`config.mk`:
```
export PLATFORM = sky130hd
export DESIGN_NAME = control_unit
export DESIGN_NICKNAME = d
export VERILOG_FILES = /design/src/rtl/control_unit.sv
export SDC_FILE = /design/constraint.sdc
export NUM_CORES = 1
export LEC_CHECK = 0
export CORE_MARGIN = 2
export CORE_UTILIZATION = 40
export DETAILED_ROUTE_END_ITERATION = 8
export PLACE_DENSITY = 0.84
export SYNTH_ARGS = -nofsm -noshare
export SYNTH_HDL_FRONTEND = slang
export SYNTH_SLANG_ARGS = --single-unit
export TNS_END_PERCENT = 20
```
`constraint.sdc`:
```
create_clock -name clk -period 2 [get_ports clk]
set_input_delay 0.5 -clock clk [delete_from_list [all_inputs] [get_ports clk]]
set_output_delay 0.5 -clock clk [all_outputs]
set_load 0.05 [all_outputs]
```
`src/rtl/control_unit.sv`:
```
// control_unit: microcoded T-state sequencer emitting one control word per clock.
// Fetch is T0-T1, execute is T2-T4 with per-opcode early termination; a halt
// latch freezes the sequencer until reset.
module control_unit (
    input  logic       clk,
    input  logic       reset,
    input  logic [3:0] opcode,
    input  logic       flag_zero,
    input  logic       flag_carry,
    output logic       pc_oe,
    output logic       pc_inc,
    output logic       pc_load,
    output logic       mar_load,
    output logic       ram_oe,
    output logic       ram_we,
    output logic       ir_load,
    output logic       ir_oe,
    output logic       a_load,
    output logic       a_oe,
    output logic       b_load,
    output logic       alu_oe,
    output logic       alu_sub,
    output logic       flags_load,
    output logic       out_load,
    output logic       halted,
    output logic [2:0] step
);

    localparam int unsigned STEP_W = 3;

    typedef enum logic [STEP_W-1:0] {
        T0 = 3'd0,
        T1 = 3'd1,
        T2 = 3'd2,
        T3 = 3'd3,
        T4 = 3'd4
    } tstate_e;

    typedef enum logic [3:0] {
        OP_NOP = 4'h0,
        OP_LDA = 4'h1,
        OP_ADD = 4'h2,
        OP_SUB = 4'h3,
        OP_STA = 4'h4,
        OP_LDI = 4'h5,
        OP_JMP = 4'h6,
        OP_JC  = 4'h7,
        OP_JZ  = 4'h8,
        OP_OUT = 4'hE,
        OP_HLT = 4'hF
    } opcode_e;

    // One bit per datapath strobe; the whole word is zeroed in reset and halt.
    typedef struct packed {
        logic pc_oe;
        logic pc_inc;
        logic pc_load;
        logic mar_load;
        logic ram_oe;
        logic ram_we;
        logic ir_load;
        logic ir_oe;
        logic a_load;
        logic a_oe;
        logic b_load;
        logic alu_oe;
        logic alu_sub;
        logic flags_load;
        logic out_load;
    } ctl_t;

    tstate_e step_q;
    tstate_e step_d;
    logic    halted_q;
    logic    halt_set_c;
    logic    last_c;
    ctl_t    micro_c;
    ctl_t    ctl_c;

    // Microcode decode: control word and terminating-step flag for the current T-state.
    always_comb begin
        micro_c = '0;
        last_c  = 1'b1;
        unique case (step_q)
            T0: begin
                micro_c.pc_oe    = 1'b1;
                micro_c.mar_load = 1'b1;
                last_c           = 1'b0;
            end
            T1: begin
                micro_c.ram_oe  = 1'b1;
                micro_c.ir_load = 1'b1;
                micro_c.pc_inc  = 1'b1;
                last_c          = 1'b0;
            end
            T2: begin
                case (opcode)
                    OP_LDA, OP_ADD, OP_SUB, OP_STA: begin
                        micro_c.ir_oe    = 1'b1;
                        micro_c.mar_load = 1'b1;
                        last_c           = 1'b0;
                    end
                    OP_LDI: begin
                        micro_c.ir_oe  = 1'b1;
                        micro_c.a_load = 1'b1;
                    end
                    OP_JMP: begin
                        micro_c.ir_oe   = 1'b1;
                        micro_c.pc_load = 1'b1;
                    end
                    OP_JC: begin
                        micro_c.ir_oe   = flag_carry;
                        micro_c.pc_load = flag_carry;
                    end
                    OP_JZ: begin
                        micro_c.ir_oe   = flag_zero;
                        micro_c.pc_load = flag_zero;
                    end
                    OP_OUT: begin
                        micro_c.a_oe     = 1'b1;
                        micro_c.out_load = 1'b1;
                    end
                    default: begin
                        // NOP, HLT and undefined opcodes idle here and end.
                        micro_c = '0;
                    end
                endcase
            end
            T3: begin
                case (opcode)
                    OP_LDA: begin
                        micro_c.ram_oe = 1'b1;
                        micro_c.a_load = 1'b1;
                    end
                    OP_ADD, OP_SUB: begin
                        micro_c.ram_oe = 1'b1;
                        micro_c.b_load = 1'b1;
                        last_c         = 1'b0;
                    end
                    OP_STA: begin
                        micro_c.a_oe   = 1'b1;
                        micro_c.ram_we = 1'b1;
                    end
                    default: begin
                        micro_c = '0;
                    end
                endcase
            end
            T4: begin
                case (opcode)
                    OP_ADD, OP_SUB: begin
                        micro_c.alu_oe     = 1'b1;
                        micro_c.a_load     = 1'b1;
                        micro_c.flags_load = 1'b1;
                        micro_c.alu_sub    = (opcode == OP_SUB);
                    end
                    default: begin
                        micro_c = '0;
                    end
                endcase
            end
            default: begin
                // Unreachable encodings terminate so the counter returns to T0.
                micro_c = '0;
                last_c  = 1'b1;
            end
        endcase
    end

    // Output gating and next-step selection.
    always_comb begin
        ctl_c      = micro_c;
        step_d     = T0;
        halt_set_c = 1'b0;
        if (!reset || halted_q) begin
            ctl_c = '0;
        end
        if (!last_c && (step_q != T4)) begin
            step_d = tstate_e'(STEP_W'(step_q) + STEP_W'(1));
        end
        if ((step_q == T2) && (opcode == OP_HLT)) begin
            halt_set_c = 1'b1;
        end
    end

    // T-state counter and halt latch; synchronous active-low reset.
    always_ff @(posedge clk) begin
        if (!reset) begin
            step_q   <= T0;
            halted_q <= 1'b0;
        end else if (!halted_q) begin
            step_q <= step_d;
            if (halt_set_c) begin
                halted_q <= 1'b1;
            end
        end
    end

    assign pc_oe      = ctl_c.pc_oe;
    assign pc_inc     = ctl_c.pc_inc;
    assign pc_load    = ctl_c.pc_load;
    assign mar_load   = ctl_c.mar_load;
    assign ram_oe     = ctl_c.ram_oe;
    assign ram_we     = ctl_c.ram_we;
    assign ir_load    = ctl_c.ir_load;
    assign ir_oe      = ctl_c.ir_oe;
    assign a_load     = ctl_c.a_load;
    assign a_oe       = ctl_c.a_oe;
    assign b_load     = ctl_c.b_load;
    assign alu_oe     = ctl_c.alu_oe;
    assign alu_sub    = ctl_c.alu_sub;
    assign flags_load = ctl_c.flags_load;
    assign out_load   = ctl_c.out_load;
    assign halted     = halted_q;
    assign step       = STEP_W'(step_q);

endmodule

```
==> flow_results.org, run 1 <==
** Run status
- The flow did not finish.
- Failing step :: clock tree synthesis
- The tool reported: "[ERROR DPL-0038] Utilization greater than 100%, impossible to legalize".

** Clock tree
- Root buffer cell :: clkbuf_4
- Counting the buffers created by CTS gives 3.
- The clock passes through at most 2 buffers.
- Post-CTS timing repair inserted 10 buffers for setup.
- Hold buffers post-CTS :: 0
- CTS saw 4 sinks.
- Number of gates resized after CTS :: 56
- Number of H-tree levels :: 1

** Synthesis
- Synthesis produced 77 cells.
- After synthesis, the netlist uses 33 different library cells.
- Syn Std Cell Area :: 604 um^2
- EDFF count, synth :: 0
- During synthesis, Yosys emitted a total of 0 warnings.
- Async set or reset register ratio after synthesis :: 0%
- The number of nets handed over by synthesis was 90.
- Synthesis inferred 4 register bits.
- Dominant register cell in the synthesized netlist :: dfxtp_1
- For this run, the register share of the synthesized area comes to 13.3%.
- A synthesized cell averages 7.85 um^2.

** Floorplanning
- In this run the vertical extent of the chip is 42.9 um.
- The die is 42.9 um wide.
- Once the floorplan was initialized, standard cells occupied 41.6% of the core.
- Top-level I/O count :: 27
- Number of rows in the core area :: 14

** Placed design
- During placement, the flow inserted port buffers numbering 26.
- The HPWL after detailed placement is 1.74 mm.
- Final weighted congestion in routability-driven placement :: 0.881
## Yosys cell counts, types with 2 or more instances
library cell / number / area share (%)
nand2_1: 6 / 3.7
and3b_1: 2 / 2.9
o31ai_1: 3 / 3.7
and2_1: 2 / 2.1
nor3_1: 3 / 2.5
a21oi_1: 3 / 2.5
nor2b_1: 3 / 3.1
nor2_1: 2 / 1.2
and3_1: 4 / 4.1
a41oi_1: 2 / 2.9
buf_2: 2 / 1.7
nand3_1: 5 / 4.1
ha_1: 5 / 10
inv_1: 7 / 4.3
buf_4: 3 / 3.7
dfxtp_1: 4 / 13
o211ai_1: 2 / 2.5
and2b_1: 3 / 3.7
o21ai_0: 2 / 1.7
## kinds of logic after synthesis
kind of cell | after synthesis | synth area share [%]
buffers and inverters | 13 | 10.4
flip-flops | 4 | 13.3
AND/OR/NAND/NOR | 35 | 36.4
adder cells (fa/ha/maj) | 5 | 10.4
AO/OA/AOI/OAI | 20 | 29.6
## per-stage QoR
step / std cells / cell area (um^2) / setup WS [ps] / hold slack [ps]
2_1_floorplan: 77 / 761 / -66.9 / 579
3_3_place_gp: 134 / 1280 / -441 / 510
3_5_place_dp: 134 / 1280 / -483 / 528
==> run 2: changes to the inputs <==
- CORE_AREA: default -> 2 2 63 65
- CORE_MARGIN: 2 -> default
- CORE_UTILIZATION: 40 -> default
- DIE_AREA: default -> 0 0 65 67
- PLACE_DENSITY: 0.84 -> default
- PLACE_DENSITY_LB_ADDON: default -> 0.15
==> flow_results.org, run 2 <==
** Run status
- The run finished, with violations left.
- Violated checks :: negative setup slack

** Synthesis
- Post-synthesis sequential area ratio :: 13.3% (unchanged)
- Async set or reset register ratio after synthesis :: 0% (unchanged)
- The commonest cells after synthesis are inv_1, nand2_1, ha_1, nand3_1.
- Most frequently used cell type in the post-synthesis netlist :: inv_1
- Syn Inst Count :: 77 (unchanged)
- The synthesized flop and latch total is 4 (unchanged).
- The area share of the largest cell type after synthesis was 13.3% (unchanged).
- By area the synthesized netlist is led by dfxtp_1, ha_1, a311oi_4, inv_1, and3_1.
- dfxtp_1 takes more of the synthesized area than any other cell.
- The post-synth net total was 90 (unchanged).
- The number of flops mapped to enable cells by yosys is 0 (unchanged).
- Count of cell types in the netlist :: 33 (unchanged)
- Dominant register cell in the synthesized netlist :: dfxtp_1
- Mean instance size in the synthesized netlist :: 7.85 um^2 (unchanged)
- The count of synthesis-stage warnings from yosys is 0 (unchanged).
- The cell area after synthesis came to 604 um^2 (unchanged).

** Placed design
- Hpwl dp :: 1.76 mm (+1.2%)
- The pre-CTS setup slack is -561 ps (-78.4 ps).
- Final weighted congestion in routability-driven placement :: 0.803 (-8.9%)
- Count of placed standard cells including taps :: 172 (+28%)
- The number of port buffers is 26 (unchanged).

** Clock tree
- The clock sink total was 4 (unchanged).
- TritonCTS clock tree :: done
- Number of buffers between clock root and the deepest sink :: 2 (unchanged)
- Clock latency on the worst-skew pair :: 220 ps
- Root buffer cell :: clkbuf_8
- Clock input transition at the sequential cells of the worst setup and hold paths :: 40 ps
- The number of clock buffers inserted by TritonCTS is 3 (unchanged).
- The level count of the clock H-tree is 1 (unchanged).

** STA
- At the pin with the least slew margin, the transition time is 402 ps.
- Slew Limit Headroom :: 73.1%
- Setup repair after global routing could not meet its margin everywhere.
- For the final database, setup skew stands at 0.903 ps.
- Shortest clock period the worst path allows after layout :: 2090 ps
- Highest clock frequency the design can meet :: 0.478 GHz
- The number of failing hold endpoints at the final stage is 0.
- The count of final max-slew check failures is 0.
- Hold timing on the final database bottoms out at a slack of 547 ps.
- Final setup margin :: -90.8 ps
- In the finished design, the share of the clock period the worst path needs comes to 105%.
- Setup violations remaining at the end of the flow were counted as 5.

** Finish
- Area delta synth->final :: 163%
- The sequential cells in the finished layout cover a total of 92.6 um^2.
- The register with the most flip-flops in the layout has 3 of them.
- The library cell used most frequently in the layout, excluding fill and tap cells, is buf_4.
- Of the cells placed in the final design, the portion with a size suffix greater than 1 is 75.0%.
- For this run, the post-layout net count is 146.
- # diodes :: 0
- Most frequent cells in the layout :: buf_4, buf_12, buf_6
- Number of standard cells in the final layout excluding fillers :: 180
- Fill cells in the final layout number 339.
- Footprint of the multi-input gates :: 706 um^2

** Routing
- Via density per instance :: 4.41
- Post-DRT Antenna Nets :: 0
- The detailed router finished its first iteration with 16 violations.
- The first TritonRoute pass finished after 4 iterations.
- Routed length per placed instance :: 12.6 um
- After detailed routing, the number of remaining DRC violations is 0.
- Summed over all layers, the routed wires come to 2.27 mm.
- Detailed routing inserted a total of 793 vias.

** Worst setup path
- Max Fanout on Critical Path :: 4
- The worst setup path is launched from a flip-flop.
- Setup slack on the worst reg-to-reg path comes out at 400 ps.
- Worst flop-to-flop path startpoint :: step[1]$_SDFFE_PN0N_
- Crit path DAT :: 1590 ps
- Worst reg2reg path endpoint :: step[0]$_SDFFE_PN0N_
- STA puts the critical path data required time at 1500 ps.
- Type of the setup path with the least slack :: reg2out
- The worst setup path is captured at an output pin.
- The worst register-to-register path has a depth of 6.

** Floorplanning
- Initial cell density of the core :: 16.8% (-25 points)
- The horizontal die dimension came to 65 um (+52%).
- The site row count was 22 (+8).
- The I/O pin count was 27 (unchanged).
- The floorplan step defined a core boundary enclosing 3610 um^2.
- The die outline height is 67 um (+56%).
- The die covers 4360 um^2.

** Global routing
- The first global-routing pass estimated 3.82 mm of wire.
- In the global route stage, overall resource usage came out at 11.2%.
- Overflow after GRT :: 0
- Vias in the first global route :: 831
- The initial antenna violation count came to 0.
- Entering global routing, the biggest net connects 11 pins.

** Run
- Across the run, the number of max-cap violations was 0.

** Power
- Internal Dissipation :: 0.741 mW
- For this design the static power due to leakage is 0.619 nW.
- Dividing total power by cell area gives a power density of 883 nW/um^2.
- Of the total power, the share spent switching nets is 47.1%.
- Share of total power in sequential cells :: 11.2%
- In this run, the clock network consumes 13.4% of the power.
- The worst-case IR drop observed on VDD is 0.344 mV.
- Combinational group share of total power :: 75.4%
- The analysis attributes to net switching a power of 0.660 mW.

** Worst hold path
- The worst hold path passes through 2 cells.
- Hold Startpoint :: step[2]$_SDFFE_PN0N_
- The path class of the tightest hold or removal check is reg2reg.
- Hold path endpoint :: step[2]$_SDFFE_PN0N_
run 2: power groups by stage:
stage          combinational, mW  sequential [mW]  clock, mW
6_report                    1.06            0.157      0.188
4_1_cts                     1.04            0.158      0.189
3_5_place_dp               0.901            0.157          0
2_1_floorplan              0.485            0.230          0
5_1_grt                     1.11            0.162      0.196
3_3_place_gp               0.894            0.155          0
run 2: how the worst max path moves through the flow:
stage | to | from | slack (ps) | cells after the start
floorplan | ir_oe | opcode[2] | -70 | 4
global placement | mar_load | opcode[2] | -540 | 5
detailed placement | ir_oe | opcode[1] | -560 | 4
CTS | a_load | step[0]$_SDFFE_PN0N_ | -90 | 6
global route | a_load | step[0]$_SDFFE_PN0N_ | -160 | 6
finish | a_load | step[1]$_SDFFE_PN0N_ | -90 | 6
run 2: cell families (layout without fill, tap and decap cells):
group | Yosys count | after routing | synth area share (%)
AOI/OAI and AO/OA | 20 | 20 | 29.6
adders and majority gates | 5 | 5 | 10.4
and+or+nand+nor | 35 | 35 | 36.4
DFF | 4 | 4 | 13.3
buffers and inverters | 13 | 68 | 10.4
run 2: area by class of cell:
cell class | count | share of cell area [%]
multi-input cells | 60 | 44.5
repair buffers | 57 | 41.2
flip-flops and latches | 4 | 5.84
well taps | 48 | 3.79
clock buffers | 4 | 2.84
inverters | 7 | 1.81
run 2: per-layer routing:
layer | wire [um] | up-vias | part of all wire, % | GRT usage [%]
met5 | 0 | - | 0 | 0
met4 | 19 | 0 | 0.84 | 3.72
met3 | 87 | 3 | 3.8 | 2.36
met2 | 1220 | 20 | 54 | 20.4
met1 | 942 | 377 | 42 | 13.1
li1 | - | 393 | - | -
run 2: worst max-delay path: stages, from the launching register on:
cell and delay, ps:
dfxtp_4 360, ha_4 170, ha_4 180, nor2b_4 130, o211ai_1 270, a21oi_4 100, buf_12 160
run 2: timing repair:
item                                    4_1_cts  5_1_grt
hold buffers                                  0        0
pin swaps                                    14        5
setup buffers                                 4        0
resized for setup                            58        4
cloned                                        0        0
endpoints found under the setup margin       16       12
run 2: per-stage QoR:
step                      setup TNS, ps  power [mW]  cell area, um^2  util, %
final                              -244        1.40             1590     44.0
after global routing               -624        1.47             1590     44.0
after CTS                          -243        1.38             1570     43.5
after detailed placement          -7360        1.06             1380     38.2
after global placement            -6990        1.05             1380     38.2
after floorplan                    -327       0.715              761        -
No activity file was read; power rests on OpenSTA's default activity.
